===== config.mk =====
export PLATFORM = sky130hd
export DESIGN_NAME = pipe_scoreboard_flat
export DESIGN_NICKNAME = d
export VERILOG_FILES = /design/src/rtl/pipe_sb_pkg.sv /design/src/rtl/pipe_sb_if.sv /design/src/rtl/pipe_sb_fwd_pick.sv /design/src/rtl/pipe_scoreboard.sv /design/src/flat_wrapper.sv
export SDC_FILE = /design/constraint.sdc
export NUM_CORES = 1
export LEC_CHECK = 0
export CAP_MARGIN = 25
export CORE_ASPECT_RATIO = 1.75
export CORE_MARGIN = 8
export CORE_UTILIZATION = 50
export DETAILED_ROUTE_END_ITERATION = 8
export PLACE_DENSITY = 0.8
export SYNTH_ARGS = -nofsm -noshare
export SYNTH_HDL_FRONTEND = slang
export SYNTH_SLANG_ARGS = --single-unit

===== constraint.sdc =====
create_clock -name clk -period 2.9 [get_ports clk]
set_clock_uncertainty 0.15 [all_clocks]
set_input_delay 0.725 -clock clk [delete_from_list [all_inputs] [get_ports clk]]
set_output_delay 0.725 -clock clk [all_outputs]
set_load 0.02 [all_outputs]

===== src/rtl/pipe_sb_pkg.sv =====
// Shared types and helpers for the pipeline hazard scoreboard.
// Destination indices are kept beside stage_meta_t so REG_AW can stay a module parameter.
package pipe_sb_pkg;

    localparam int XZR_IDX = 31;

    typedef struct packed {
        logic valid;
        logic regwrite;
        logic load;
        logic mul;
    } stage_meta_t;

    function automatic int fsel_w(input int depth);
        return $clog2(depth + 1);
    endfunction

endpackage


===== src/rtl/pipe_sb_if.sv =====
// Decode-side bundle of the pipeline scoreboard.
// The master modport is the decode stage; the slave modport is the scoreboard.
interface pipe_sb_if
    import pipe_sb_pkg::*;
#(
    parameter int DEPTH   = 3,
    parameter int NUM_SRC = 2,
    parameter int REG_AW  = 5
);
    localparam int FSW = fsel_w(DEPTH);

    logic                      id_valid;
    logic [REG_AW-1:0]         id_rd;
    logic                      id_regwrite;
    logic                      id_is_load;
    logic                      id_is_mul;
    logic [NUM_SRC*REG_AW-1:0] id_src;
    logic [NUM_SRC-1:0]        id_src_used;
    logic                      br_taken;
    logic                      stall;
    logic                      flush_if;
    logic [NUM_SRC*FSW-1:0]    fwd_sel;
    logic                      wb_valid;
    logic [REG_AW-1:0]         wb_rd;
    logic [31:0]               stall_cnt;
    logic [31:0]               flush_cnt;

    modport master (
        output id_valid, id_rd, id_regwrite, id_is_load, id_is_mul,
               id_src, id_src_used, br_taken,
        input  stall, flush_if, fwd_sel, wb_valid, wb_rd, stall_cnt, flush_cnt
    );

    modport slave (
        input  id_valid, id_rd, id_regwrite, id_is_load, id_is_mul,
               id_src, id_src_used, br_taken,
        output stall, flush_if, fwd_sel, wb_valid, wb_rd, stall_cnt, flush_cnt
    );

endinterface


===== src/rtl/pipe_sb_fwd_pick.sv =====
// Per-source forwarding priority picker: youngest stage whose matching result is usable wins.
// Also flags a match against a load sitting in stage 1, which forces a load-use bubble.
module pipe_sb_fwd_pick
    import pipe_sb_pkg::*;
#(
    parameter int DEPTH  = 3,
    parameter int REG_AW = 5,
    parameter int FSW    = fsel_w(DEPTH)
) (
    input  logic [REG_AW-1:0]             src,
    input  logic                          used,
    input  stage_meta_t [DEPTH-1:0]       meta,
    input  logic [DEPTH-1:0][REG_AW-1:0]  rd,
    output logic [FSW-1:0]                sel,
    output logic                          load_hit
);
    localparam logic [REG_AW-1:0] XZR = REG_AW'(XZR_IDX);

    logic [DEPTH-1:0] hit;
    logic [DEPTH-1:0] avail;

    // Loads and multiplies only have a result once they have left stage 1.
    always_comb begin
        hit   = '0;
        avail = '0;
        for (int k = 0; k < DEPTH; k++) begin
            hit[k]   = used && (src != XZR) && meta[k].valid && meta[k].regwrite && (rd[k] == src);
            avail[k] = (k != 0) || !(meta[k].load || meta[k].mul);
        end
    end

    always_comb begin
        sel = '0;
        for (int k = DEPTH - 1; k >= 0; k--) begin
            if (hit[k] && avail[k]) sel = FSW'(k + 1);
        end
    end

    assign load_hit = hit[0] && meta[0].load;

endmodule


===== src/rtl/pipe_scoreboard.sv =====
// In-order pipeline scoreboard: load-use stall, forwarding selects, branch flush and event counters.
// Optional macro PIPE_SB_MULTICYCLE_EN makes a multiply hold stage 1 for MUL_LAT cycles.
module pipe_scoreboard
    import pipe_sb_pkg::*;
#(
    parameter int DEPTH   = 3,
    parameter int NUM_SRC = 2,
    parameter int REG_AW  = 5,
    parameter int MUL_LAT = 4
) (
    input  logic     clk,
    input  logic     reset,
    pipe_sb_if.slave sb
);
    localparam int FSW = fsel_w(DEPTH);
    localparam logic [REG_AW-1:0] XZR = REG_AW'(XZR_IDX);

    if (DEPTH < 2 || DEPTH > 6 || MUL_LAT < 1) begin : g_bad_params
        $error("pipe_scoreboard: DEPTH must be 2..6 and MUL_LAT at least 1");
    end

    stage_meta_t [DEPTH-1:0]      meta_q;
    logic [DEPTH-1:0][REG_AW-1:0] rd_q;
    logic [NUM_SRC-1:0]           load_hit;
    logic [NUM_SRC*FSW-1:0]       fwd_sel;
    logic                         stall;
    logic                         flush;
    logic                         freeze;
    logic                         hold;
    stage_meta_t                  dec_meta;
    logic [REG_AW-1:0]            dec_rd;

    for (genvar i = 0; i < NUM_SRC; i++) begin : g_pick
        pipe_sb_fwd_pick #(
            .DEPTH  (DEPTH),
            .REG_AW (REG_AW),
            .FSW    (FSW)
        ) u_pick (
            .src      (sb.id_src[i*REG_AW +: REG_AW]),
            .used     (sb.id_src_used[i]),
            .meta     (meta_q),
            .rd       (rd_q),
            .sel      (fwd_sel[i*FSW +: FSW]),
            .load_hit (load_hit[i])
        );
    end

    // Stall beats a taken branch; decode re-presents the branch after the bubble.
    assign stall = (sb.id_valid && (|load_hit)) || freeze;
    assign flush = sb.id_valid && sb.br_taken && !stall;

    always_comb begin
        dec_meta = '0;
        dec_rd   = '0;
        if (sb.id_valid && !stall) begin
            dec_meta.valid    = 1'b1;
            dec_meta.regwrite = sb.id_regwrite;
            dec_meta.load     = sb.id_is_load;
            dec_meta.mul      = sb.id_is_mul;
            dec_rd            = sb.id_rd;
        end
    end

`ifdef PIPE_SB_MULTICYCLE_EN
    localparam int MCW = $clog2(MUL_LAT + 1);

    logic [MCW-1:0] mul_cnt;

    // The multiply sits in stage 1 while the counter drains, then moves on with the last count.
    assign freeze = (mul_cnt != '0);
    assign hold   = freeze && (mul_cnt != MCW'(1));

    always_ff @(posedge clk or negedge reset) begin
        if (!reset) begin
            mul_cnt <= '0;
        end else if (freeze) begin
            mul_cnt <= mul_cnt - MCW'(1);
        end else if (dec_meta.valid && dec_meta.mul) begin
            mul_cnt <= MCW'(MUL_LAT - 1);
        end
    end
`else
    assign freeze = 1'b0;
    assign hold   = 1'b0;
`endif

    always_ff @(posedge clk or negedge reset) begin
        if (!reset) begin
            meta_q <= '0;
            rd_q   <= '0;
        end else begin
            if (!hold) begin
                meta_q[0] <= dec_meta;
                rd_q[0]   <= dec_rd;
            end
            meta_q[1] <= hold ? stage_meta_t'('0) : meta_q[0];
            rd_q[1]   <= hold ? '0 : rd_q[0];
            for (int k = 2; k < DEPTH; k++) begin
                meta_q[k] <= meta_q[k-1];
                rd_q[k]   <= rd_q[k-1];
            end
        end
    end

    always_ff @(posedge clk or negedge reset) begin
        if (!reset) begin
            sb.stall_cnt <= '0;
            sb.flush_cnt <= '0;
        end else begin
            if (stall && (sb.stall_cnt != '1)) sb.stall_cnt <= sb.stall_cnt + 32'd1;
            if (flush && (sb.flush_cnt != '1)) sb.flush_cnt <= sb.flush_cnt + 32'd1;
        end
    end

    assign sb.stall    = stall;
    assign sb.flush_if = flush;
    assign sb.fwd_sel  = fwd_sel;
    assign sb.wb_valid = meta_q[DEPTH-1].valid && meta_q[DEPTH-1].regwrite && (rd_q[DEPTH-1] != XZR);
    assign sb.wb_rd    = rd_q[DEPTH-1];

endmodule


===== src/flat_wrapper.sv =====
// flat-port wrapper written by rule: the top's interface ports become plain ports
module pipe_scoreboard_flat import pipe_sb_pkg::*;
#(
    parameter int DEPTH   = 3,
    parameter int NUM_SRC = 2,
    parameter int REG_AW  = 5,
    parameter int MUL_LAT = 4
)
  (clk, reset, sb_id_valid, sb_id_rd, sb_id_regwrite, sb_id_is_load, sb_id_is_mul, sb_id_src, sb_id_src_used, sb_br_taken, sb_stall, sb_flush_if, sb_fwd_sel, sb_wb_valid, sb_wb_rd, sb_stall_cnt, sb_flush_cnt);
  pipe_sb_if #(.DEPTH(DEPTH), .NUM_SRC(NUM_SRC), .REG_AW(REG_AW)) sb_i ();
  input  logic clk;
  input  logic reset;
  input wire logic [$bits(sb_i.id_valid)-1:0] sb_id_valid;
  input wire logic [$bits(sb_i.id_rd)-1:0] sb_id_rd;
  input wire logic [$bits(sb_i.id_regwrite)-1:0] sb_id_regwrite;
  input wire logic [$bits(sb_i.id_is_load)-1:0] sb_id_is_load;
  input wire logic [$bits(sb_i.id_is_mul)-1:0] sb_id_is_mul;
  input wire logic [$bits(sb_i.id_src)-1:0] sb_id_src;
  input wire logic [$bits(sb_i.id_src_used)-1:0] sb_id_src_used;
  input wire logic [$bits(sb_i.br_taken)-1:0] sb_br_taken;
  output wire logic [$bits(sb_i.stall)-1:0] sb_stall;
  output wire logic [$bits(sb_i.flush_if)-1:0] sb_flush_if;
  output wire logic [$bits(sb_i.fwd_sel)-1:0] sb_fwd_sel;
  output wire logic [$bits(sb_i.wb_valid)-1:0] sb_wb_valid;
  output wire logic [$bits(sb_i.wb_rd)-1:0] sb_wb_rd;
  output wire logic [$bits(sb_i.stall_cnt)-1:0] sb_stall_cnt;
  output wire logic [$bits(sb_i.flush_cnt)-1:0] sb_flush_cnt;
  assign sb_i.id_valid = sb_id_valid;
  assign sb_i.id_rd = sb_id_rd;
  assign sb_i.id_regwrite = sb_id_regwrite;
  assign sb_i.id_is_load = sb_id_is_load;
  assign sb_i.id_is_mul = sb_id_is_mul;
  assign sb_i.id_src = sb_id_src;
  assign sb_i.id_src_used = sb_id_src_used;
  assign sb_i.br_taken = sb_br_taken;
  assign sb_stall = sb_i.stall;
  assign sb_flush_if = sb_i.flush_if;
  assign sb_fwd_sel = sb_i.fwd_sel;
  assign sb_wb_valid = sb_i.wb_valid;
  assign sb_wb_rd = sb_i.wb_rd;
  assign sb_stall_cnt = sb_i.stall_cnt;
  assign sb_flush_cnt = sb_i.flush_cnt;
  pipe_scoreboard #(.DEPTH(DEPTH), .NUM_SRC(NUM_SRC), .REG_AW(REG_AW), .MUL_LAT(MUL_LAT)) u_core (.clk(clk), .reset(reset), .sb(sb_i));
endmodule

==> metrics, run 1 <==
Max-slew headroom=63.6%; max cap viols=0; diode count=0; switching fraction of total power=24.7%; drt wl/cell=18.0 um; post-route antenna net violation count=0; vias in the first global route=3988; Tmin final=2.90 ns; filler cell count=632; Via-to-Cell Ratio=5.63; Skew-Pair Late Insertion Delay=0.33 ns; via count=3786; Power Total=0.00300 W; sequential share of the synthesized area=48.7%; Die X=87.5 um; worst path required time=2.03 ns; HPWL after detailed placement=8960 um; die area=12300 um^2; DP Worst Slack=-1.01 ns; H-Tree Depth=3; Die H=141 um; Int Pwr=0.00226 W; root buffer cell=clkbuf_16; fraction of layout cells with a size suffix above 1=20.2%; # IOs=100; PortBufs=99; largest net degree at the start of global routing=49; Clk network pwr share=40.4%; global placement routability congestion=0.872; Post-Syn Area=4470 um^2; CTS Buffer Depth=2; top_reg_cell synth=dfrtp_1; area grow syn2layout=40.6%; PwrDens=478 nW/um^2; Post-Route WL=12100 um; Area after DPL=5750 um^2; cells along the critical path=buf_8, xnor2_2, nand4_1, or4_4, a22o_1, buf_6; type of origin of the critical path=primary input; final worst path period share=99.9%; drt first pass iters=4; slowest cell on the critical path=or4_4; status=finished, final reports clean; cts bufs inserted=9; share of power burned in registers=45.3%; global-route wire length before repair=19200 um; synth warn=0; Multi-input gate area=2350 um^2; number of enable flip-flop cells after synthesis=0; cell area after layout=6280 um^2; Crit path largest cell delay=0.52 ns; RSZ-0062 raised after global routing=true; max-slew violation count=0; Placed Cells=654; CTS tree=built; crit path max fanout=4; Worst-Margin Slew=0.545 ns; leakage=2.65 nW; Distinct cells, synth=42; worst hold path type=primary input to async pin; TritonCTS Sinks=87; worst setup path class=primary input to primary output; crit path DAT=2.02 ns; 1st-iter DRT viols=212; final hold vios=0; effective utilization at floorplan=51.5%; Overflow after GRT=0; P_sw=0.000740 W; syn nets=450; initial antenna violation count=0; Reg area=2180 um^2; final cell count without fillers=672; total core area=8670 um^2; min setup slack post-route=0.00385 ns; Synth Instances=424; combinational power share=14.3%; gr usage total=20.0%; Worst VDD drop=0.000380 V; FMAX=0.345 GHz; Critical Path End Type=primary output; register bit count reported by yosys=87; hold_buf cts=0; fin nets=577; Avg Cell Area, Syn=10.5 um^2; FFs w/ async S/R, synth=100%; Final setup violation count=0; std cell rows=45; Clock transition at path regs=0.06 ns; # DRC=0
## worst max-delay path, delay by kind of cell
family                    cells  cell delay [ns]
buffers and inverters         2             0.24
and+or+nand+nor               2             0.63
xor gates and xnor gates      1             0.16
AOI/OAI and AO/OA             1             0.27
## kinds of logic after synthesis
family	count (synthesis)	synth area share, %
adder cells (fa/ha/maj)	2	0.560
AND/OR/NAND/NOR	206	27.3
multiplexers	3	0.756
AO/OA/AOI/OAI	11	1.85
XOR/XNOR	91	17.8
flip-flops	87	48.7
buffers and inverters	24	2.94
## cell type report
class	count	area share, %
Clock inverter	4	1.12
Multi-Input combinational cell	313	37.4
Clock buffer	11	3.86
Tap cell	117	2.33
Inverter	4	0.239
Timing Repair Buffer	136	20.4
Sequential cell	87	34.7
## through the flow
step	setup TNS [ns]	hold WS, ns	util [%]
floorplan	0	0.204	-
global placement	-18.39	0.209	66.3
detailed placement	-19.21	0.214	66.3
CTS	0	0.224	70.6
global route	-0.285	0.248	72.4
finish	0	0.218	72.4
## power by group through the flow
| stage | Clock (W) | Sequential [W] | Combinational [W] |
|---|---|---|---|
| global route | 0.00128 | 0.00137 | 0.000454 |
| global placement | 0 | 0.00138 | 0.000393 |
| finish | 0.00121 | 0.00136 | 0.000428 |
| floorplan | 0 | 0.00141 | 0.000133 |
| CTS | 0.00124 | 0.00136 | 0.000409 |
| detailed placement | 0 | 0.00138 | 0.000405 |
## worst paths after layout
check                            startpoint  cells after the start                 endpoint  slack [ns]
max                            sb_id_src[0]                      6            sb_fwd_sel[0]       0.004
max in group asynchronous             reset                      2           u_core.rd_q[7]        1.73
min                                   reset                      1  u_core.sb.stall_cnt[20]        0.22
max reg2reg                  u_core.rd_q[0]                      8   u_core.sb.stall_cnt[1]        0.42
min reg2reg                u_core.meta_q[7]                      0        u_core.meta_q[11]        0.22
min in group clk           u_core.meta_q[7]                      0        u_core.meta_q[11]        0.22
## timing repair
| action | 4_1_cts | 5_1_grt |
|---|---|---|
| endpoints found under the hold margin | 0 | 0 |
| setup endpoints to repair | 9 | 6 |
| resized for setup | 93 | 38 |
| buffers inserted | 3 | 1 |
| pin swaps | 21 | 16 |
## synthesized netlist by cell type, drive strengths merged, types with 3 or more instances
| library cell | instances | area (um^2) |
|---|---|---|
| and3 | 20 | 125 |
| xor2 | 22 | 193 |
| dfrtp | 87 | 2180 |
| and4 | 6 | 52.6 |
| nand4 | 37 | 238 |
| or3 | 4 | 40.0 |
| inv | 4 | 15.0 |
| buf | 12 | 86.3 |
| nor3 | 16 | 91.3 |
| clkbuf | 8 | 30.0 |
| nand2 | 36 | 135 |
| mux2 | 3 | 33.8 |
| o21ai | 4 | 27.5 |
| xnor2 | 69 | 604 |
| nor2 | 19 | 78.8 |
| nor4 | 17 | 165 |
| and2 | 3 | 18.8 |
| or4 | 6 | 52.6 |
| nand3 | 37 | 185 |
## layer usage
| layer | GRT usage (%) | share of wire (%) | vias up |
|---|---|---|---|
| met4 | 9.22 | 2.5 | 0 |
| met1 | 20.2 | 38 | 1874 |
| li1 | - | - | 1769 |
| met2 | 36.0 | 55 | 121 |
| met5 | 0 | 0 | - |
| met3 | 5.65 | 5.2 | 22 |
## layout by cell type, fill, tap and decap left out, types with 3 or more instances in the layout
master and instances:
dfrtp_1 86, clkdlybuf4s50_1 80, xnor2_1 57, buf_4 41, nand3_1 37, nand4_1 36
nand2_1 35, xor2_1 22, and3_1 20, nor2_1 17, nor3_1 15, xnor2_2 11
clkbuf_16 9, nor4_2 7, nor4_1 7, buf_6 7, and4_1 6, or4_4 5
inv_1 4, nor4_4 3, and2_1 3, or3_4 3, mux2_1 3, buf_8 3
## state kept, by name, summed over array words and instances (netlist names)
register / flops
u_core.sb.wb_rd: 5
u_core.meta_q: 8
u_core.sb.stall_cnt: 32
u_core.sb.flush_cnt: 32
u_core.rd_q: 10
(Power assumes the default switching activity.)
==> run 2: changes to the inputs <==
DONT_BUFFER_PORTS = 1   (was unset)
PLACE_DENSITY = 0.66   (was 0.8)
==> metrics, run 2 (same netlist as run 1, synthesis figures left out) <==
root buffer cell=clkbuf_16; vias in the first global route=3494; worst hold path type=primary input to async pin; commonest cells after routing, fill and taps aside=dfrtp_1, xnor2_1, nand3_1, nand2_1, nand4_1; # IOs=100; FMAX=0.357 GHz; Final Util=60.0%; final hold vios=87; Worst Hold Margin=-0.0683 ns; Area after DPL=4760 um^2; max cap viols=0; global placement routability congestion=0.876; total core area=8670 um^2; gr usage total=19.8%; final worst path period share=96.6%; Placed Cells=554; crit path DAT=1.93 ns; final cell count without fillers=571; drt wl/cell=20.5 um; leakage=2.22 nW; status=finished, violations left; # DRC=0; diode count=0; via count=3415; Regs by FF count=u_core.sb.flush_cnt: 32 flops, u_core.sb.stall_cnt: 32 flops, u_core.rd_q: 10 flops; Die X=87.5 um; H-Tree Depth=3; cts bufs inserted=9; filler cell count=753; Die H=141 um; Clock transition at path regs=0.06 ns; max-slew violation count=0; area grow syn2layout=16.5%; fraction of layout cells with a size suffix above 1=18.3%; fin nets=477; initial antenna violation count=2; CTS tree=built; PortBufs=0; Worst VDD drop=0.000365 V; Tmin final=2.80 ns; HPWL after detailed placement=8720 um; DP Worst Slack=0.0605 ns; Critical Path End Type=primary output; TritonCTS Sinks=87; Post-Route WL=11700 um; failing checks=hold timing; largest net degree at the start of global routing=88; cell area after layout=5200 um^2; commonest non-fill, non-tap cell in the layout=dfrtp_1; Via-to-Cell Ratio=5.98; Max-slew headroom=63.2%; Worst-Margin Slew=0.547 ns; PwrDens=576 nW/um^2; global-route wire length before repair=18700 um; RSZ-0062 raised after global routing=true; Skew-Pair Late Insertion Delay=0.33 ns; type of origin of the critical path=flip-flop; Overflow after GRT=0; 1st-iter DRT viols=129; setup tns final=0 ns; CTS Buffer Depth=2; Final setup violation count=0; worst path required time=2.03 ns; worst setup path class=flip-flop to primary output; std cell rows=45; min setup slack post-route=0.0981 ns; drt first pass iters=4; effective utilization at floorplan=51.5%; die area=12300 um^2; crit path max fanout=3; post-route antenna net violation count=0; R2R depth=5
## run 2: cell count changes in the layout (fill, tap and decap cells not counted), moves of 3 or more
| cell | change |
|---|---|
| clkdlybuf4s50_1 | -80 |
| buf_4 | -9 |
| xnor2_1 | +8 |
| xnor2_2 | -7 |
| buf_6 | -4 |
| dfrtp_1 | -4 |
| dfrtp_2 | +4 |
| buf_8 | -3 |
## run 2: area by class of cell
cell class                 instances  area [um^2]  share of cell area, %
clock buffer                      10          229                   4.40
clock inverter                     4          120                   2.31
inverter                           4         15.0                  0.289
multi-input combinational        313         2210                   42.6
sequential                        87         2180                   42.0
tap                              117          146                   2.81
timing repair buffer              36          294                   5.65
## run 2: per-stage QoR
| step | total power (W) | hold WS (ns) |
|---|---|---|
| 2_1_floorplan | 0.00154 | 0.204 |
| 3_3_place_gp | 0.00164 | 0.213 |
| 3_5_place_dp | 0.00165 | 0.213 |
| 4_1_cts | 0.00303 | -0.0837 |
| 5_1_grt | 0.00310 | -0.0866 |
| 6_report | 0.00300 | -0.0683 |
## run 2: worst paths after layout
check | start | end | slack [ns]
setup / recovery | u_core.rd_q[9] | sb_fwd_sel[3] | 0.1
hold reg to reg | u_core.meta_q[3] | u_core.meta_q[7] | 0.22
hold / removal | reset | u_core.meta_q[7] | -0.07
max in group asynchronous | reset | u_core.sb.stall_cnt[18] | 2.53
min in group clk | u_core.meta_q[3] | u_core.meta_q[7] | 0.22
setup reg to reg | u_core.sb.flush_cnt[14] | u_core.sb.flush_cnt[1] | 0.35
## run 2: metal layers
metal / GRT usage, % / routed length [um]
met1: 19.3 / 3960
met2: 35.6 / 6420
met3: 7.22 / 979
met5: 0 / 22
met4: 8.85 / 304
## run 2: worst max-delay path: stages, from the launching register on
cell     delay, ns
dfrtp_2       0.44
xnor2_1       0.19
nand4_1       0.15
or4_1         0.51
a22oi_2       0.16
buf_6         0.14
## run 2: repair_timing
item                                   CTS  global route
setup endpoints to repair                4             6
resized for setup                        7            12
setup buffers                            2             1
pin swaps                                3             8
endpoints found under the hold margin   87            87
## run 2: report_power, final
| group | switching (W) | leakage [nW] | internal [W] |
|---|---|---|---|
| Combinational | 0.000163 | 0.885 | 0.000128 |
| Sequential | 0.0000670 | 1.16 | 0.00127 |
| Clock | 0.000447 | 0.169 | 0.000919 |
==> run 3: changes to the inputs <==
--- a/config.mk
+++ b/config.mk
@@ -14,2 +14,3 @@
 export PLACE_DENSITY = 0.66
+export RECOVER_POWER = 100
 export SYNTH_ARGS = -nofsm -noshare
==> constraint.sdc (replaced) <==
create_clock -name clk -period 2.9 [get_ports clk]
set_clock_uncertainty 0.15 [all_clocks]
set_input_delay 0.435 -clock clk [delete_from_list [all_inputs] [get_ports clk]]
set_output_delay 0.435 -clock clk [all_outputs]
set_load 0.02 [all_outputs]
==> metrics, run 3 (same netlist as run 1, synthesis figures left out) <==
fin nets=466; Die H=141 um; R2R depth=5; setup tns final=0 ns; commonest non-fill, non-tap cell in the layout=dfrtp_1; area grow syn2layout=9.02%; Die X=87.5 um; Clock transition at path regs=0.06 ns; die area=12300 um^2; Area after DPL=4670 um^2; H-Tree Depth=3; vias in the first global route=3500; crit path max fanout=12; post-route antenna net violation count=0; RSZ-0062 raised after global routing=false; CTS tree=built; max-slew violation count=0; largest net degree at the start of global routing=88; cell area after layout=4870 um^2; # DRC=0; max cap viols=0; DP Worst Slack=0.365 ns; # IOs=100; final worst path period share=94.7%; 1st-iter DRT viols=148; Tmin final=2.75 ns; R2R setup slack=0.15 ns; total core area=8670 um^2; root buffer cell=clkbuf_16; status=finished, final reports clean; Worst-Margin Slew=1.20 ns; gr usage total=18.9%; PortBufs=0; global placement routability congestion=0.858; type of origin of the critical path=flip-flop; slowest cell on the critical path=or4_1; Final setup violation count=0; CTS Buffer Depth=2; commonest cells after routing, fill and taps aside=dfrtp_1, xnor2_1, nand3_1, nand2_1, nand4_1; FMAX=0.364 GHz; final hold vios=0; global-route wire length before repair=18000 um; HPWL after detailed placement=8250 um; Max-slew headroom=19.9%; Overflow after GRT=0; Worst Hold Margin=0.0891 ns; Via-to-Cell Ratio=5.90; drt first pass iters=6; PwrDens=562 nW/um^2; worst path required time=2.97 ns; Hold Crit Depth=1; filler cell count=836; via count=3312; cts bufs inserted=9; worst hold path type=primary input to flip-flop; Post-Route WL=11200 um; drt wl/cell=20.0 um; cells along the critical path=nand2_1, or3_1, or4_1, nand3_1, mux2_1; crit path DAT=2.81 ns; Regs by FF count=u_core.sb.flush_cnt: 32 flops, u_core.sb.stall_cnt: 32 flops, u_core.rd_q: 10 flops; worst setup path class=flip-flop to flip-flop; min setup slack post-route=0.154 ns; leakage=2.04 nW; TritonCTS Sinks=87; Worst VDD drop=0.000393 V; Critical Path End Type=flip-flop; Power Total=0.00274 W; initial antenna violation count=0; Crit path largest cell delay=0.80 ns; effective utilization at floorplan=51.5%; std cell rows=45; Skew-Pair Late Insertion Delay=0.33 ns; fraction of layout cells with a size suffix above 1=7.45%
==> run 3: changes by cell type in the layout (fill, tap and decap cells not counted), sizes merged <==
| cell | before | now |
|---|---|---|
| buf | 36 | 6 |
| clkbuf | 10 | 28 |
| bufinv | 4 | 1 |
| clkinv | 0 | 2 |
| clkinvlp | 0 | 1 |
| diode | 0 | 1 |
| dlygate4sd3 | 0 | 1 |
==> run 3: timing repair <==
| action | CTS | global route |
|---|---|---|
| endpoints found under the setup margin | 0 | 1 |
| gates resized for setup | 0 | 1 |
| setup buffers | 0 | 0 |
| hold endpoints to repair | 87 | 0 |
| hold buffers | 2 | 0 |
==> run 3: report_power, final <==
part	leakage (nW)	internal, W	switching [W]	total, W
clock network	0.140	0.000678	0.000446	0.00112
registers	1.17	0.00127	0.0000759	0.00135
logic	0.729	0.0000903	0.000173	0.000263
==> run 3: critical path: cells and delay by family (launching register included) <==
kind             cells  cell delay (ns)
and+or+nand+nor      4             1.64
muxes                1             0.33
DFF                  1             0.51
==> run 3: cell type report <==
type	instances	area [um^2]	share of cell area [%]
well taps	117	146	3.01
repair buffers	25	129	2.65
clock buffers	10	239	4.91
multi-input cells	313	2110	43.4
clock inverters	4	47.5	0.976
diodes	1	2.50	0.0514
flip-flops and latches	87	2180	44.7
inverters	4	15.0	0.308
==> run 3: metrics by stage <==
stage          std cells  utilization [%]
2_1_floorplan        424                -
3_3_place_gp         544             53.9
3_5_place_dp         544             53.9
4_1_cts              560             57.6
5_1_grt              560             56.1
6_report             561             56.2
==> run 3: metal layers <==
metal | global-route usage (%) | wire, um
met4 | 8.94 | 253
met3 | 7.57 | 1060
met5 | 0 | 0
met1 | 18.2 | 3940
met2 | 33.7 | 5990
==> run 3: worst paths after layout <==
| kind | start | end |
|---|---|---|
| hold / removal | sb_id_valid | u_core.meta_q[3] |
| max in group asynchronous | reset | u_core.sb.stall_cnt[5] |
| hold reg to reg | u_core.meta_q[7] | u_core.meta_q[11] |
| setup reg to reg | u_core.sb.flush_cnt[5] | u_core.sb.flush_cnt[1] |
| min in group asynchronous | reset | u_core.sb.wb_rd[0] |
| setup / recovery | u_core.sb.flush_cnt[5] | u_core.sb.flush_cnt[1] |
==> patch, RTL diff (flow settings as in run 3) <==
`REG_AW` is set to 5 in 4 places; all go to 6.
--- a/src/rtl/pipe_sb_if.sv
+++ b/src/rtl/pipe_sb_if.sv
@@ -7,3 +7,3 @@
     parameter int NUM_SRC = 2,
-    parameter int REG_AW  = 5
+    parameter int REG_AW  = 6
 );
--- a/src/rtl/pipe_sb_fwd_pick.sv
+++ b/src/rtl/pipe_sb_fwd_pick.sv
@@ -6,3 +6,3 @@
     parameter int DEPTH  = 3,
-    parameter int REG_AW = 5,
+    parameter int REG_AW = 6,
     parameter int FSW    = fsel_w(DEPTH)
--- a/src/rtl/pipe_scoreboard.sv
+++ b/src/rtl/pipe_scoreboard.sv
@@ -7,3 +7,3 @@
     parameter int NUM_SRC = 2,
-    parameter int REG_AW  = 5,
+    parameter int REG_AW  = 6,
     parameter int MUL_LAT = 4
--- a/src/flat_wrapper.sv
+++ b/src/flat_wrapper.sv
@@ -5,3 +5,3 @@
     parameter int NUM_SRC = 2,
-    parameter int REG_AW  = 5,
+    parameter int REG_AW  = 6,
     parameter int MUL_LAT = 4
Interface: changed (resized sb_id_rd, sb_id_src and sb_wb_rd); port bits go from 100 to 104. The function was not compared with the original's and may differ.
==> patch against run 3 <==
Utilization decreased by 1.3 points; die area increased by 0.57%; area after synthesis increased by 0.67%; sequential cell count increased by 3; clock power about the same; maximum frequency increased by 0.11%; wire length decreased by 6.0%; largest cell class unchanged; critical path depth unchanged; power increased by 3.7%; setup slack improved by 0.0032 ns; final area increased by 0.49%.
==> patch: results (changes against run 3) <==
The worst max-slew margin expressed relative to the limit is 0.188 (-0.0111). The length in cells of the worst reg-to-reg path is 6 (+1). The startpoint identified for the worst hold timing path is sb_id_is_load. The fraction of power spent switching nets is 0.268 (+0.0145).

The number of DRC violations after detailed-routing iteration 0 is 166 (+12%). The global-route total usage across every layer came out at 0.178 (-0.0115). The top fanout value on the critical path came to 9 (-3). The number of fill cells came out at 797 (-4.7%). The static leakage is 2.14 nW (+4.7%). The non-clock buffering overhead in the final layout came out at 0.00920 (-0.0173). The largest registers in the layout are u_core.sb.flush_cnt: 32 flops, u_core.sb.stall_cnt: 32 flops, u_core.rd_q: 12 flops. The first-pass GRT wire length is 17100 um (-5.1%).

In the post-synthesis netlist, the biggest area contributors are dfrtp_1, xor2_1, xnor2_1. The number of detailed-route iterations in the first pass came out at 4 (-2). The number of unique standard cell types used by synthesis is 39 (-7.1%). The placer's final routability congestion estimate is 0.803 (-6.5%). The placed wire-length estimate was 7960 um (-3.5%). The highest ir drop seen on vdd came out at 0.000513 V (+31%). The critical register-to-register path endpoint is u_core.sb.stall_cnt[1].

The share of final-layout standard cells stronger than drive strength 1 came out at 0.0590 (-0.0155). The number of nets in the finished design is 449 (-3.6%). The non-clock buffer count in the final layout is 8 (-68%). The synthesized area per cell is 10.9 um2 (+3.4%).

The average routed wire per standard cell came out at 19.4 um (-3.3%). The flow ran to the end, and the final reports show no timing, DRC or antenna violations. The data arrival at the endpoint of the critical path is 2.16 ns (-0.65 ns). The post-synthesis net count is 442 (-1.8%).
-- patch: cell count changes in the layout (fill, tap and decap cells not counted), moves of 7 or more --
cell / before / now
xor2_1: 22 / 50
xnor2_1: 69 / 46
nand2_1: 36 / 25
clkbuf_1: 15 / 5
and2_0: 0 / 9
nand3_1: 37 / 30
nand4_1: 36 / 29
-- patch: repair_timing --
action / CTS / global route
hold buffers: 2 / 0
hold endpoints to repair: 90 / 0
resized for setup: 0 / 1
setup endpoints to repair: 0 / 1
-- patch: worst max-delay path by stage --
| stage | startpoint | depth (start not counted) | to | slack (ns) |
|---|---|---|---|---|
| floorplan | sb_id_src[4] | 6 | u_core.sb.stall_cnt[30] | 0.60 |
| global placement | u_core.sb.flush_cnt[0] | 7 | u_core.sb.flush_cnt[31] | 0.49 |
| detailed placement | sb_id_src[8] | 6 | sb_fwd_sel[3] | 0.42 |
| CTS | u_core.rd_q[4] | 5 | sb_stall | 0.07 |
| global route | u_core.sb.wb_rd[3] | 5 | sb_fwd_sel[0] | 0.03 |
| finish | u_core.rd_q[4] | 5 | sb_stall | 0.16 |
-- patch: critical path: stages (launching register included) --
cell,delay (ns)
dfrtp_1,0.41
xor2_1,0.21
nor4_4,0.39
nand4_4,0.24
a21oi_4,0.30
clkbuf_1,0.27
-- patch: power by group through the flow --
stage / Combinational (mW) / Clock, mW / Sequential (mW)
after floorplan: 0.155 / 0 / 1.51
after global placement: 0.163 / 0 / 1.54
after detailed placement: 0.170 / 0 / 1.55
after CTS: 0.202 / 1.16 / 1.52
after global routing: 0.222 / 1.21 / 1.54
final: 0.192 / 1.12 / 1.52
-- patch: kinds of logic (layout without fill, tap and decap cells) --
family	count (synthesis)	after routing	synth area share
other	0	1	0
adders and majority gates	2	2	0.00556
DFF	90	90	0.501
muxes	3	3	0.00751
xor gates and xnor gates	96	96	0.187
and+or+nand+nor	190	190	0.253
AOI/OAI and AO/OA	13	13	0.0228
buffers and inverters	19	30	0.0228
-- patch: per-layer routing --
metal / up-vias / global-route usage / part of all wire
li1: 1470 / - / -
met1: 1576 / 0.181 / 0.36
met2: 101 / 0.319 / 0.54
met3: 16 / 0.0562 / 0.077
met4: 0 / 0.0748 / 0.018
met5: - / 0 / 0
-- patch: metrics by stage --
stage | util | setup WS [ns] | cell area (um2) | power, mW
5_1_grt | 0.548 | 0.0307 | 4890 | 2.97
3_3_place_gp | 0.517 | 0.485 | 4620 | 1.71
4_1_cts | 0.554 | 0.0656 | 4940 | 2.88
2_1_floorplan | - | 0.596 | 4500 | 1.66
6_report | 0.549 | 0.157 | 4890 | 2.84
3_5_place_dp | 0.517 | 0.421 | 4620 | 1.72
